===== config.mk =====
export PLATFORM = sky130hd
export DESIGN_NAME = cpu_bus_arbiter
export DESIGN_NICKNAME = d
export VERILOG_FILES = /design/src/rtl/cpu_bus_arbiter.sv
export SDC_FILE = /design/constraint.sdc
export NUM_CORES = 1
export LEC_CHECK = 0
export CAP_MARGIN = 20
export CORE_MARGIN = 5
export CORE_UTILIZATION = 40
export DETAILED_ROUTE_END_ITERATION = 16
export PLACE_DENSITY = 0.78
export REMOVE_ABC_BUFFERS = 1
export SETUP_SLACK_MARGIN = 0.4
export SLEW_MARGIN = 20
export SYNTH_ARGS = -nofsm -noshare
export SYNTH_HDL_FRONTEND = slang
export SYNTH_SLANG_ARGS = --single-unit

===== constraint.sdc =====
create_clock -name i_clock -period 2.2 [get_ports i_clock]
set_input_delay 0.44 -clock i_clock [delete_from_list [all_inputs] [get_ports i_clock]]
set_output_delay 0.44 -clock i_clock [all_outputs]
set_load 0.05 [all_outputs]

===== src/rtl/cpu_bus_arbiter.sv =====
// Shares the single CPU memory bus between the data cache (port 0) and the
// instruction cache (port 1). Data accesses have priority, and a starvation
// counter forces an instruction grant after STARVE_LIMIT consecutive data wins.
//
// Ports:
//   i_clock, i_reset            clock; synchronous active-high reset
//   i_px_request/rw/address/wdata/wmask   level request from cache x, held until o_px_ready
//   o_px_ready, o_px_rdata      one-cycle completion pulse; read data held afterwards
//   o_bus_*                     registered downstream request fields
//   i_bus_ready, i_bus_rdata    downstream completion and read data
module cpu_bus_arbiter #(
  parameter int STARVE_LIMIT = 8
) (
  input  logic        i_clock,
  input  logic        i_reset,
  input  logic        i_p0_rw,
  input  logic        i_p1_rw,
  input  logic        i_p0_request,
  input  logic        i_p1_request,
  output logic        o_p0_ready,
  output logic        o_p1_ready,
  input  logic [31:0] i_p0_address,
  input  logic [31:0] i_p1_address,
  output logic [31:0] o_p0_rdata,
  output logic [31:0] o_p1_rdata,
  input  logic [31:0] i_p0_wdata,
  input  logic [31:0] i_p1_wdata,
  input  logic [3:0]  i_p0_wmask,
  input  logic [3:0]  i_p1_wmask,
  output logic        o_bus_rw,
  output logic        o_bus_request,
  input  logic        i_bus_ready,
  output logic [31:0] o_bus_address,
  input  logic [31:0] i_bus_rdata,
  output logic [31:0] o_bus_wdata,
  output logic [3:0]  o_bus_wmask
);

  localparam int CW = $clog2(STARVE_LIMIT + 1);
  localparam logic [CW-1:0] LIMIT = CW'(STARVE_LIMIT);

  typedef enum logic [3:0] {
    IDLE    = 4'b0001,
    GRANT0  = 4'b0010,
    GRANT1  = 4'b0100,
    RELEASE = 4'b1000
  } state_t;

  state_t        state, state_nxt;
  logic [CW-1:0] starve_cnt, starve_cnt_nxt;

  logic        bus_rw_nxt, bus_request_nxt;
  logic [31:0] bus_address_nxt, bus_wdata_nxt;
  logic [3:0]  bus_wmask_nxt;
  logic        p0_ready_nxt, p1_ready_nxt;
  logic [31:0] p0_rdata_nxt, p1_rdata_nxt;

  // Port 0 loses a contested arbitration only once port 1 has waited long enough.
  logic p0_wins;
  assign p0_wins = i_p0_request && !(i_p1_request && (starve_cnt >= LIMIT));

  always_ff @(posedge i_clock) begin
    if (i_reset) begin
      state         <= IDLE;
      starve_cnt    <= '0;
      o_bus_rw      <= 1'b0;
      o_bus_request <= 1'b0;
      o_bus_address <= '0;
      o_bus_wdata   <= '0;
      o_bus_wmask   <= '0;
      o_p0_ready    <= 1'b0;
      o_p1_ready    <= 1'b0;
      o_p0_rdata    <= '0;
      o_p1_rdata    <= '0;
    end else begin
      state         <= state_nxt;
      starve_cnt    <= starve_cnt_nxt;
      o_bus_rw      <= bus_rw_nxt;
      o_bus_request <= bus_request_nxt;
      o_bus_address <= bus_address_nxt;
      o_bus_wdata   <= bus_wdata_nxt;
      o_bus_wmask   <= bus_wmask_nxt;
      o_p0_ready    <= p0_ready_nxt;
      o_p1_ready    <= p1_ready_nxt;
      o_p0_rdata    <= p0_rdata_nxt;
      o_p1_rdata    <= p1_rdata_nxt;
    end
  end

  always_comb begin
    state_nxt       = state;
    starve_cnt_nxt  = starve_cnt;
    bus_rw_nxt      = o_bus_rw;
    bus_request_nxt = o_bus_request;
    bus_address_nxt = o_bus_address;
    bus_wdata_nxt   = o_bus_wdata;
    bus_wmask_nxt   = o_bus_wmask;
    p0_ready_nxt    = 1'b0;
    p1_ready_nxt    = 1'b0;
    p0_rdata_nxt    = o_p0_rdata;
    p1_rdata_nxt    = o_p1_rdata;

    case (state)
      IDLE: begin
        if (p0_wins) begin
          bus_rw_nxt      = i_p0_rw;
          bus_address_nxt = i_p0_address;
          bus_wdata_nxt   = i_p0_wdata;
          bus_wmask_nxt   = i_p0_wmask;
          bus_request_nxt = 1'b1;
          state_nxt       = GRANT0;
          if (i_p1_request && (starve_cnt < LIMIT))
            starve_cnt_nxt = starve_cnt + 1'b1;
        end else if (i_p1_request) begin
          bus_rw_nxt      = i_p1_rw;
          bus_address_nxt = i_p1_address;
          bus_wdata_nxt   = i_p1_wdata;
          bus_wmask_nxt   = i_p1_wmask;
          bus_request_nxt = 1'b1;
          state_nxt       = GRANT1;
          starve_cnt_nxt  = '0;
        end
      end
      // Read data is captured for writes too; the cache ignores it.
      GRANT0: begin
        if (i_bus_ready) begin
          bus_request_nxt = 1'b0;
          p0_rdata_nxt    = i_bus_rdata;
          p0_ready_nxt    = 1'b1;
          state_nxt       = RELEASE;
        end
      end
      GRANT1: begin
        if (i_bus_ready) begin
          bus_request_nxt = 1'b0;
          p1_rdata_nxt    = i_bus_rdata;
          p1_ready_nxt    = 1'b1;
          state_nxt       = RELEASE;
        end
      end
      // One dead cycle so the finished requester can drop its level request.
      RELEASE: state_nxt = IDLE;
      default: state_nxt = IDLE;
    endcase
  end

endmodule

==> impl_metrics.ini, run 1 <==
[floorplanning]
die_w_um = 132
die_h_um = 132
initial_core_util_pct = 41.0
coreArea_um2 = 14600
pin_count = 311
fp.dieArea_um2 = 17500
rows = 44

[finish]
final_cell_mix = clkdlybuf4s50_1 (173), dfxtp_1 (144), a21oi_1 (142)
final_nets = 1132
regArea_um2 = 2880
num-fill-cells = 1224
instances_no_fill = 1152
area_growth_pct = 63.3
diodes = 0
final_common_cell = clkdlybuf4s50_1
drive_gt1_share_pct = 7.54
multi_input_area_um2 = 2760

[route]
finalWirelength_um = 22000
wire_per_inst_um = 19.1
num_vias = 6552
drt_pre_antenna_iters = 7
drt-vias-per-instance = 5.69
ant_nets = 0
drc_errors = 0
drt_iter0_markers = 440

[sta]
finalCriticalPeriod_ns = 1.77
rsz0062_at_grt = yes
period_share_pct = 80.5
slew_viol_final = 0
finalSetupViolCount = 0
worst_slack_ns = 0.429
worstMarginPinSlew_ns = 0.643
hold_viol = 0
finClkSkew_ns = 0.00701
fmax_ghz = 0.565
slew_headroom_pct = 57.2

[critical_path]
timing.rr.end = starve_cnt[3]$_SDFFE_PP0P_
worstPathMaxFanout = 2
worstPathCellList = dlygate4sd2_1
cpPeakStageDelay_ns = 0.57
cp.required_ns = 1.76
path_class = reg2out
cp.buffers_inverters = 1
path_depth = 1
arrival_ns = 1.33
crit_path_end = o_p1_rdata[21]
startpoint = o_p1_rdata[21]$_SDFFE_PP0P_
cp-start-kind = flop
worstRegToRegCells = 3
reg2reg_slack_ns = 0.50
timing.rr.start = state[3]$_SDFFE_PP0P_
cp_top_family = buffers and inverters
slowest_stage = dlygate4sd2_1
endpoint_kind = output port

[pwr]
p_per_area_nw_per_um2 = 823
p_leak_nw = 3.83
p_clk_share_pct = 33.8
irDropWorstVdd_mv = 0.521
seqPwrFrac_pct = 36.7
power.total_mw = 8.05
switchingPower_mw = 2.69
comb_power_share_pct = 29.5
internal_power_mw = 5.36
switching_share_pct = 33.4

[synth]
yosysTopAreaCellShare_pct = 48.2
synth_cells = 685
ys_ff_latch = 144
syn-cell-area_um2 = 5980
ys_seq_area_share_pct = 48.2
synth_top_area_cell = dfxtp_1
synth.distinct_cells = 31
syn-mean-instance-area_um2 = 8.74
ys_top_cells_by_area = dfxtp_1 (48%), a21oi_1 (12%), o32ai_1 (10%), a211oi_1 (8.7%), nand3_1 (5.7%)
yosysWarnings = 0

[clock_tree]
cts_tree = yes
htree_levels = 4
cts.sinks = 144
cts_hold_buf = 0
cts_root_buf = clkbuf_16
cts_buffer_depth = 2
cts_buffers = 17
clock_latency_ns = 0.42
path_clk_slew_ns = 0.06

[run]
maxCapViolations = 0

[place]
portBuffers = 310
place_hpwl_um = 15800
dpl_worst_slack_ns = 0.105
dp.cells = 1120
globalplace.congestion = 0.809

[global_routing]
track_usage_pct = 24.1
grt_max_degree = 91
antenna_found_initial = 0
grt_pass1_wl_um = 34200
first_global_vias = 6313
gr-total-overflow = 0

[hold_path]
hp-class = reg2reg

[outcome]
status = complete, no violations
## synth_stat cells
cell type	number
and3_1	1
a21oi_1	142
a21bo_2	1
nand4_1	1
or2b_1	1
buf_1	8
o32ai_1	69
ha_1	2
nor2_1	2
o21ai_1	5
or3_1	1
a31o_2	1
nor2b_1	4
or4_1	1
buf_2	18
nand2_1	2
nor3_1	4
inv_1	2
o21ai_0	64
nand3_1	68
or3b_2	1
nor4b_1	1
nand3b_1	2
or4b_4	1
clkbuf_1	66
or2_2	1
inv_2	1
nor3b_1	1
a211oi_1	69
nand2b_1	1
dfxtp_1	144
## metrics by stage
stage	setup TNS [ns]	hold WS [ns]	utilization (%)	instance area [um^2]
2_1_floorplan	-867.37	0.455	-	5620
4_1_cts	0	0.471	66.8	9750
3_3_place_gp	0	0.459	64.2	9370
6_report	0	0.470	67.0	9770
5_1_grt	0	0.488	67.0	9770
3_5_place_dp	0	0.466	64.2	9370
## worst min path at each step
stage / from / endpoint / slack (ns) / depth (start not counted)
CTS: o_p0_rdata[27]$_SDFFE_PP0P_ / o_p0_rdata[27]$_SDFFE_PP0P_ / 0.47 / 2
global placement: o_p0_rdata[30]$_SDFFE_PP0P_ / o_p0_rdata[30]$_SDFFE_PP0P_ / 0.46 / 2
floorplan: starve_cnt[2]$_SDFFE_PP0P_ / starve_cnt[2]$_SDFFE_PP0P_ / 0.46 / 2
detailed placement: o_p0_rdata[27]$_SDFFE_PP0P_ / o_p0_rdata[27]$_SDFFE_PP0P_ / 0.47 / 2
global route: o_p1_rdata[17]$_SDFFE_PP0P_ / o_p1_rdata[17]$_SDFFE_PP0P_ / 0.49 / 2
finish: o_p0_rdata[22]$_SDFFE_PP0P_ / o_p0_rdata[22]$_SDFFE_PP0P_ / 0.47 / 2
## per-layer routing
| metal | wire length [um] | GRT usage (%) | vias up |
|---|---|---|---|
| met5 | 0 | 0 | - |
| met2 | 10600 | 40.5 | 302 |
| met1 | 8620 | 29.1 | 3035 |
| li1 | - | - | 3182 |
| met4 | 629 | 9.67 | 0 |
| met3 | 2130 | 6.76 | 33 |
## cell families after synthesis
logic type	share of synthesized area, %
adder cells (fa/ha/maj)	0.418
flip-flops	48.2
AND/OR/NAND/NOR	8.36
buffers and inverters	6.34
AO/OA/AOI/OAI	36.7
## state kept, by name, indices dropped and copies added (netlist names)
signal,flops
o_bus_address,32
o_bus_request,1
o_bus_rw,1
o_bus_wdata,32
o_bus_wmask,4
o_p0_rdata,32
o_p0_ready,1
o_p1_rdata,32
o_p1_ready,1
starve_cnt,4
state,4
## repair_timing
action,in CTS,in global routing
gates resized for setup,136,19
buffers inserted,0,0
endpoints found under the setup margin,169,59
hold endpoints to repair,0,0
## power by group through the flow
stage / clock (mW) / combinational [mW] / sequential (mW)
after floorplan: 0 / 0.570 / 3.54
after global placement: 0 / 2.49 / 3.00
after detailed placement: 0 / 2.51 / 3.01
after CTS: 2.76 / 2.37 / 2.95
after global routing: 2.89 / 2.51 / 2.98
final: 2.72 / 2.37 / 2.95
## cell type report
| type | instances | area share (%) |
|---|---|---|
| clock buffer | 25 | 4.76 |
| clock inverter | 7 | 0.870 |
| inverter | 3 | 0.115 |
| multi-input combinational | 446 | 28.2 |
| sequential | 144 | 29.5 |
| tap | 184 | 2.36 |
| timing repair buffer | 343 | 34.2 |
(Power assumes the default switching activity.)
==> run 2: changes to the inputs <==
--- a/config.mk
+++ b/config.mk
@@ -7,9 +7,9 @@
 export LEC_CHECK = 0
 export CAP_MARGIN = 20
 export CORE_MARGIN = 5
-export CORE_UTILIZATION = 40
+export CORE_UTILIZATION = 36
 export DETAILED_ROUTE_END_ITERATION = 16
-export PLACE_DENSITY = 0.78
+export PLACE_DENSITY = 0.74
 export REMOVE_ABC_BUFFERS = 1
 export SETUP_SLACK_MARGIN = 0.4
 export SLEW_MARGIN = 20
==> constraint.sdc (replaced) <==
create_clock -name i_clock -period 1.5 [get_ports i_clock]
set_input_delay 0.3 -clock i_clock [delete_from_list [all_inputs] [get_ports i_clock]]
set_output_delay 0.3 -clock i_clock [all_outputs]
set_load 0.05 [all_outputs]
==> run 2 against run 1 <==
Final cell count grew 9.4%; total power rose by 75%; critical endpoint is now o_p0_rdata[25]$_SDFFE_PP0P_; wire length up 40%; combinational power increased by 130%; clock-buffer cell count is 6 lower; critical path depth up 3; clock power rose by 54%; register-to-register slack worse by 0.58 ns; the run now ends with negative setup slack left; global-route usage rose by 2.0 points; cell area up 35%; worst setup slack worse by 0.51 ns; hold slack lost 0.18 ns.
==> impl_metrics.ini, run 2 (same netlist as run 1, synthesis figures left out) <==
[clock_tree]
clock_latency_ns = 0.42
cts_root_buf = clkbuf_16
cts.sinks = 144
cts_buffer_depth = 2
cts_tree = yes
path_clk_slew_ns = 0.06
cts_buffers = 17
htree_levels = 4
cts_hold_buf = 0

[sta]
rsz0062_at_grt = yes
finClkSkew_ns = 0.00643
slew_headroom_pct = 69.8
period_share_pct = 106
worstMarginPinSlew_ns = 0.452
slew_viol_final = 0
finalCriticalPeriod_ns = 1.58
finalSetupViolCount = 38
fmax_ghz = 0.631
hold_viol = 0
worst_slack_ns = -0.0846

[place]
portBuffers = 310
dp.cells = 1199
dpl_worst_slack_ns = -0.475
globalplace.congestion = 0.765
place_hpwl_um = 17500
placed_cell_area_um2 = 11100

[critical_path]
cp.buffers_inverters = 1
cp-start-kind = flop
slowest_stage = or3b_4
timing.rr.end = o_p0_rdata[25]$_SDFFE_PP0P_
worstPathMaxFanout = 9
worstRegToRegCells = 4
cp.required_ns = 1.80
endpoint_kind = flop
worstPathCellList = or3b_4 -> clkbuf_16 -> o21ai_1 -> a21oi_1
path_class = reg2reg
reg2reg_slack_ns = -0.08
startpoint = state[0]$_SDFFE_PP1P_
arrival_ns = 1.89
cp_top_family = simple AND/OR/NAND/NOR gates
cpPeakStageDelay_ns = 0.56
timing.rr.start = state[0]$_SDFFE_PP1P_

[route]
drt_iter0_markers = 560
wire_per_inst_um = 24.5
drc_errors = 0
finalWirelength_um = 30900
ant_nets = 0
drt_pre_antenna_iters = 5
drt-vias-per-instance = 6.04
num_vias = 7608

[pwr]
irDropWorstVdd_mv = 0.827
p_leak_nw = 4.61
p_per_area_nw_per_um2 = 1070

[outcome]
status = finished with violations
violations = negative setup slack

[finish]
final_common_cell = clkdlybuf4s50_1
instances_no_fill = 1260
area_growth_pct = 120
diodes = 0
drive_gt1_share_pct = 39.6
final_nets = 1205
num-fill-cells = 890
stdcell_area_um2 = 13200
final_cell_mix = clkdlybuf4s50_1 (173), buf_12 (154), dfxtp_1 (140)

[global_routing]
track_usage_pct = 26.1
grt_max_degree = 62
grt_pass1_wl_um = 40400
first_global_vias = 7178
gr-total-overflow = 0
antenna_found_initial = 0

[hold_path]
worstHoldPathCells = 2
hp-start = i_reset
min_delay_worst_endpoint = state[3]$_SDFFE_PP0P_
hp-class = in2reg

[floorplanning]
initial_core_util_pct = 36.3
die_h_um = 139
fp.dieArea_um2 = 19300
rows = 47
pin_count = 311
die_w_um = 139
coreArea_um2 = 16500

[run]
maxCapViolations = 0
## run 2: worst register-to-register path, cell delays in order, from the launching register on
cell	delay, ns
dfxtp_2	0.35
or3b_4	0.56
clkbuf_16	0.27
o21ai_1	0.19
a21oi_1	0.11
## run 2: cell type report
cell class | count | area [um^2] | share of cell area [%]
repair buffers | 416 | 5900 | 44.8
clock inverters | 12 | 136 | 1.03
inverters | 3 | 11.3 | 0.0855
multi-input cells | 446 | 3520 | 26.7
clock buffers | 19 | 443 | 3.36
flip-flops and latches | 144 | 2890 | 21.9
well taps | 220 | 275 | 2.09
## run 2: timing repair
item,in CTS,in global routing
buffers inserted,5,6
pin swaps,9,33
setup endpoints to repair,280,280
endpoints found under the hold margin,0,0
cloned,8,11
gates resized for setup,113,133
## run 2: worst max path at each step
stage,end,slack [ns],cells past startpoint
floorplan,starve_cnt[0]$_SDFFE_PP0P_,-10.80,3
global placement,o_bus_wdata[24]$_SDFFE_PP0P_,-0.38,5
detailed placement,o_p1_rdata[14]$_SDFFE_PP0P_,-0.48,5
CTS,starve_cnt[3]$_SDFFE_PP0P_,-0.06,3
global route,o_bus_address[3]$_SDFFE_PP0P_,-0.13,5
finish,o_p0_rdata[25]$_SDFFE_PP0P_,-0.08,4
## run 2: power breakdown
part | leakage [nW] | switching (mW) | total, mW | internal [mW]
clock network | 0.264 | 1.71 | 4.20 | 2.49
registers | 1.18 | 0.365 | 4.52 | 4.16
logic | 3.17 | 2.74 | 5.35 | 2.61
## run 2: metrics by stage
| stage | hold slack, ns | power [mW] | util [%] | setup TNS (ns) |
|---|---|---|---|---|
| global route | 0.295 | 14.5 | 80.0 | -4.60 |
| global placement | 0.473 | 9.06 | 67.7 | -43.15 |
| detailed placement | 0.494 | 9.14 | 67.7 | -47.45 |
| finish | 0.289 | 14.1 | 80.0 | -0.985 |
| floorplan | 0.369 | 5.68 | - | -961.31 |
| CTS | 0.261 | 13.6 | 74.5 | -0.559 |
## run 2: per-layer routing
layer  routed length (um)  share of wire [%]  vias to the layer above  global-route usage, %
met4                 1300                4.2                        0                   8.65
met1                11200                 36                     3653                   30.5
met2                15800                 51                      501                   47.4
met3                 2670                8.6                      100                   5.69
met5                    0                  0                        -                      0
li1                     -                  -                     3354                      -
==> run 3: changes to the inputs <==
--- a/config.mk
+++ b/config.mk
@@ -7,9 +7,9 @@
 export LEC_CHECK = 0
 export CAP_MARGIN = 20
 export CORE_MARGIN = 5
-export CORE_UTILIZATION = 36
+export CORE_UTILIZATION = 43
 export DETAILED_ROUTE_END_ITERATION = 16
-export PLACE_DENSITY = 0.74
+export PLACE_DENSITY = 0.83
 export REMOVE_ABC_BUFFERS = 1
 export SETUP_SLACK_MARGIN = 0.4
 export SLEW_MARGIN = 20
==> constraint.sdc (replaced) <==
create_clock -name i_clock -period 1.94 [get_ports i_clock]
set_input_delay 0.388 -clock i_clock [delete_from_list [all_inputs] [get_ports i_clock]]
set_output_delay 0.388 -clock i_clock [all_outputs]
set_load 0.05 [all_outputs]
==> run 3 against run 2 <==
The flow now finishes without violations; wire length shrank 16%; clock-buffer cell count is 4 higher; sequential cell count stayed put; sequential share of layout area up 6.4 points; sequential power is 25% lower; register-to-register slack improved by 0.44 ns; via count fell by 5.8%; combinational power is 42% lower; hold slack improved by 0.14 ns; global-route usage grew 1.2 points; largest cell class unchanged.
==> impl_metrics.ini, run 3 (same netlist as run 1, synthesis figures left out) <==
[outcome]
status = complete, no violations

[route]
finalWirelength_um = 26000
num_vias = 7168
drt-vias-per-instance = 6.08
wire_per_inst_um = 22.1
drc_errors = 0
drt_pre_antenna_iters = 5
drt_iter0_markers = 739
ant_nets = 0

[sta]
fmax_ghz = 0.632
period_share_pct = 81.5
slew_viol_final = 0
hold_viol = 0
worst_slack_ns = 0.359
finClkSkew_ns = 0.00847
worstMarginPinSlew_ns = 0.541
finalSetupViolCount = 0
rsz0062_at_grt = yes
finalCriticalPeriod_ns = 1.58
slew_headroom_pct = 63.9

[clock_tree]
path_clk_slew_ns = 0.06
cts_buffer_depth = 2
cts.sinks = 144
htree_levels = 4
cts_root_buf = clkbuf_16
clock_latency_ns = 0.42
cts_buffers = 17
cts_tree = yes

[floorplanning]
pin_count = 311
die_w_um = 128
coreArea_um2 = 13800
initial_core_util_pct = 43.5
die_h_um = 128
fp.dieArea_um2 = 16400
rows = 43

[global_routing]
antenna_found_initial = 0
track_usage_pct = 27.3
gr-total-overflow = 0
grt_max_degree = 68
grt_pass1_wl_um = 35600
first_global_vias = 6741

[pwr]
p_leak_nw = 3.81
irDropWorstVdd_mv = 0.654
comb_power_share_pct = 31.5
seqPwrFrac_pct = 34.1
switchingPower_mw = 3.30
internal_power_mw = 6.57
p_per_area_nw_per_um2 = 966
switching_share_pct = 33.4
p_clk_share_pct = 34.4

[place]
portBuffers = 310
place_hpwl_um = 16300
dp.cells = 1127
dpl_worst_slack_ns = -0.0766
globalplace.congestion = 0.825

[finish]
final_common_cell = clkdlybuf4s50_1
num-fill-cells = 1030
diodes = 0
drive_gt1_share_pct = 26.2
instances_no_fill = 1178
final_nets = 1163
area_growth_pct = 70.8
final_cell_mix = clkdlybuf4s50_1 (172), dfxtp_1 (140), a21oi_1 (138)

[critical_path]
arrival_ns = 1.88
endpoint_kind = flop
worstPathCellList = or4b_4 -> buf_6 -> buf_4 -> o21ai_1 -> a21oi_2
path_class = reg2reg
cp.required_ns = 2.24
slowest_stage = or4b_4
worstPathMaxFanout = 6
cpPeakStageDelay_ns = 0.56
cp-start-kind = flop
reg2reg_slack_ns = 0.36

[hold_path]
hp-class = in2reg

[run]
maxCapViolations = 0
run 3: changes by cell type in the layout (fill, tap and decap cells not counted), sizes merged, moves of 3 or more:
cell / previous run / this run
buf: 232 / 152
clkdlybuf4s15: 0 / 29
clkinvlp: 6 / 2
clkdlybuf4s18: 0 / 10
clkbuf: 29 / 32
run 3: area by class of cell:
class                   count  area [um^2]  area share, %
repair buffers            374         3630           35.5
flip-flops and latches    144         2900           28.3
multi-input cells         446         2840           27.8
clock buffers              23          488           4.77
well taps                 180          225           2.20
clock inverters             8          128           1.25
inverters                   3         11.3          0.110
run 3: what timing repair did:
action / CTS / global route
hold endpoints to repair: 0 / 0
gates resized for setup: 326 / 140
gates cloned: 1 / 10
endpoints found under the setup margin: 131 / 176
hold buffers: 0 / 0
setup buffers: 4 / 5
pin swaps: 3 / 3
run 3: power by group through the flow:
| stage | registers (mW) | clock network, mW | logic, mW |
|---|---|---|---|
| 2_1_floorplan | 3.95 | 0 | 0.605 |
| 3_3_place_gp | 3.41 | 0 | 2.80 |
| 3_5_place_dp | 3.42 | 0 | 2.83 |
| 4_1_cts | 3.36 | 3.41 | 2.88 |
| 5_1_grt | 3.40 | 3.57 | 3.23 |
| 6_report | 3.37 | 3.40 | 3.11 |
run 3: per-stage QoR:
stage | total power, mW | TNS (ns) | cell area, um^2 | util (%) | hold slack, ns
2_1_floorplan | 4.56 | -900.18 | 5620 | - | 0.455
3_3_place_gp | 6.21 | -0.173 | 9360 | 67.9 | 0.459
3_5_place_dp | 6.25 | -0.819 | 9360 | 67.9 | 0.466
4_1_cts | 9.65 | 0 | 10100 | 73.6 | 0.417
5_1_grt | 10.2 | 0 | 10200 | 74.2 | 0.443
6_report | 9.87 | 0 | 10200 | 74.2 | 0.432
run 3: path summary, 6_finish.rpt:
check / start / to / depth (start not counted)
max: state[3]$_SDFFE_PP0P_ / starve_cnt[2]$_SDFFE_PP0P_ / 5
max reg2reg: state[3]$_SDFFE_PP0P_ / starve_cnt[2]$_SDFFE_PP0P_ / 5
min reg2reg: o_p0_rdata[9]$_SDFFE_PP0P_ / o_p0_rdata[9]$_SDFFE_PP0P_ / 2
min: i_reset / state[2]$_SDFFE_PP0P_ / 3
run 3: critical path: cells and delay by family (launching register included):
kind	cells	cell delay, ns
AOI/OAI and AO/OA	2	0.27
buffers and inverters	2	0.28
DFF	1	0.36
and+or+nand+nor	1	0.56
run 3: per-layer routing:
| metal | track usage [%] | vias up | part of all wire, % | wire length (um) |
|---|---|---|---|---|
| met5 | 0 | - | 0 | 0 |
| met1 | 31.8 | 3387 | 36 | 9360 |
| met3 | 6.75 | 73 | 10 | 2700 |
| met4 | 11.3 | 0 | 3.8 | 983 |
| met2 | 48.0 | 456 | 50 | 12900 |
| li1 | - | 3252 | - | - |
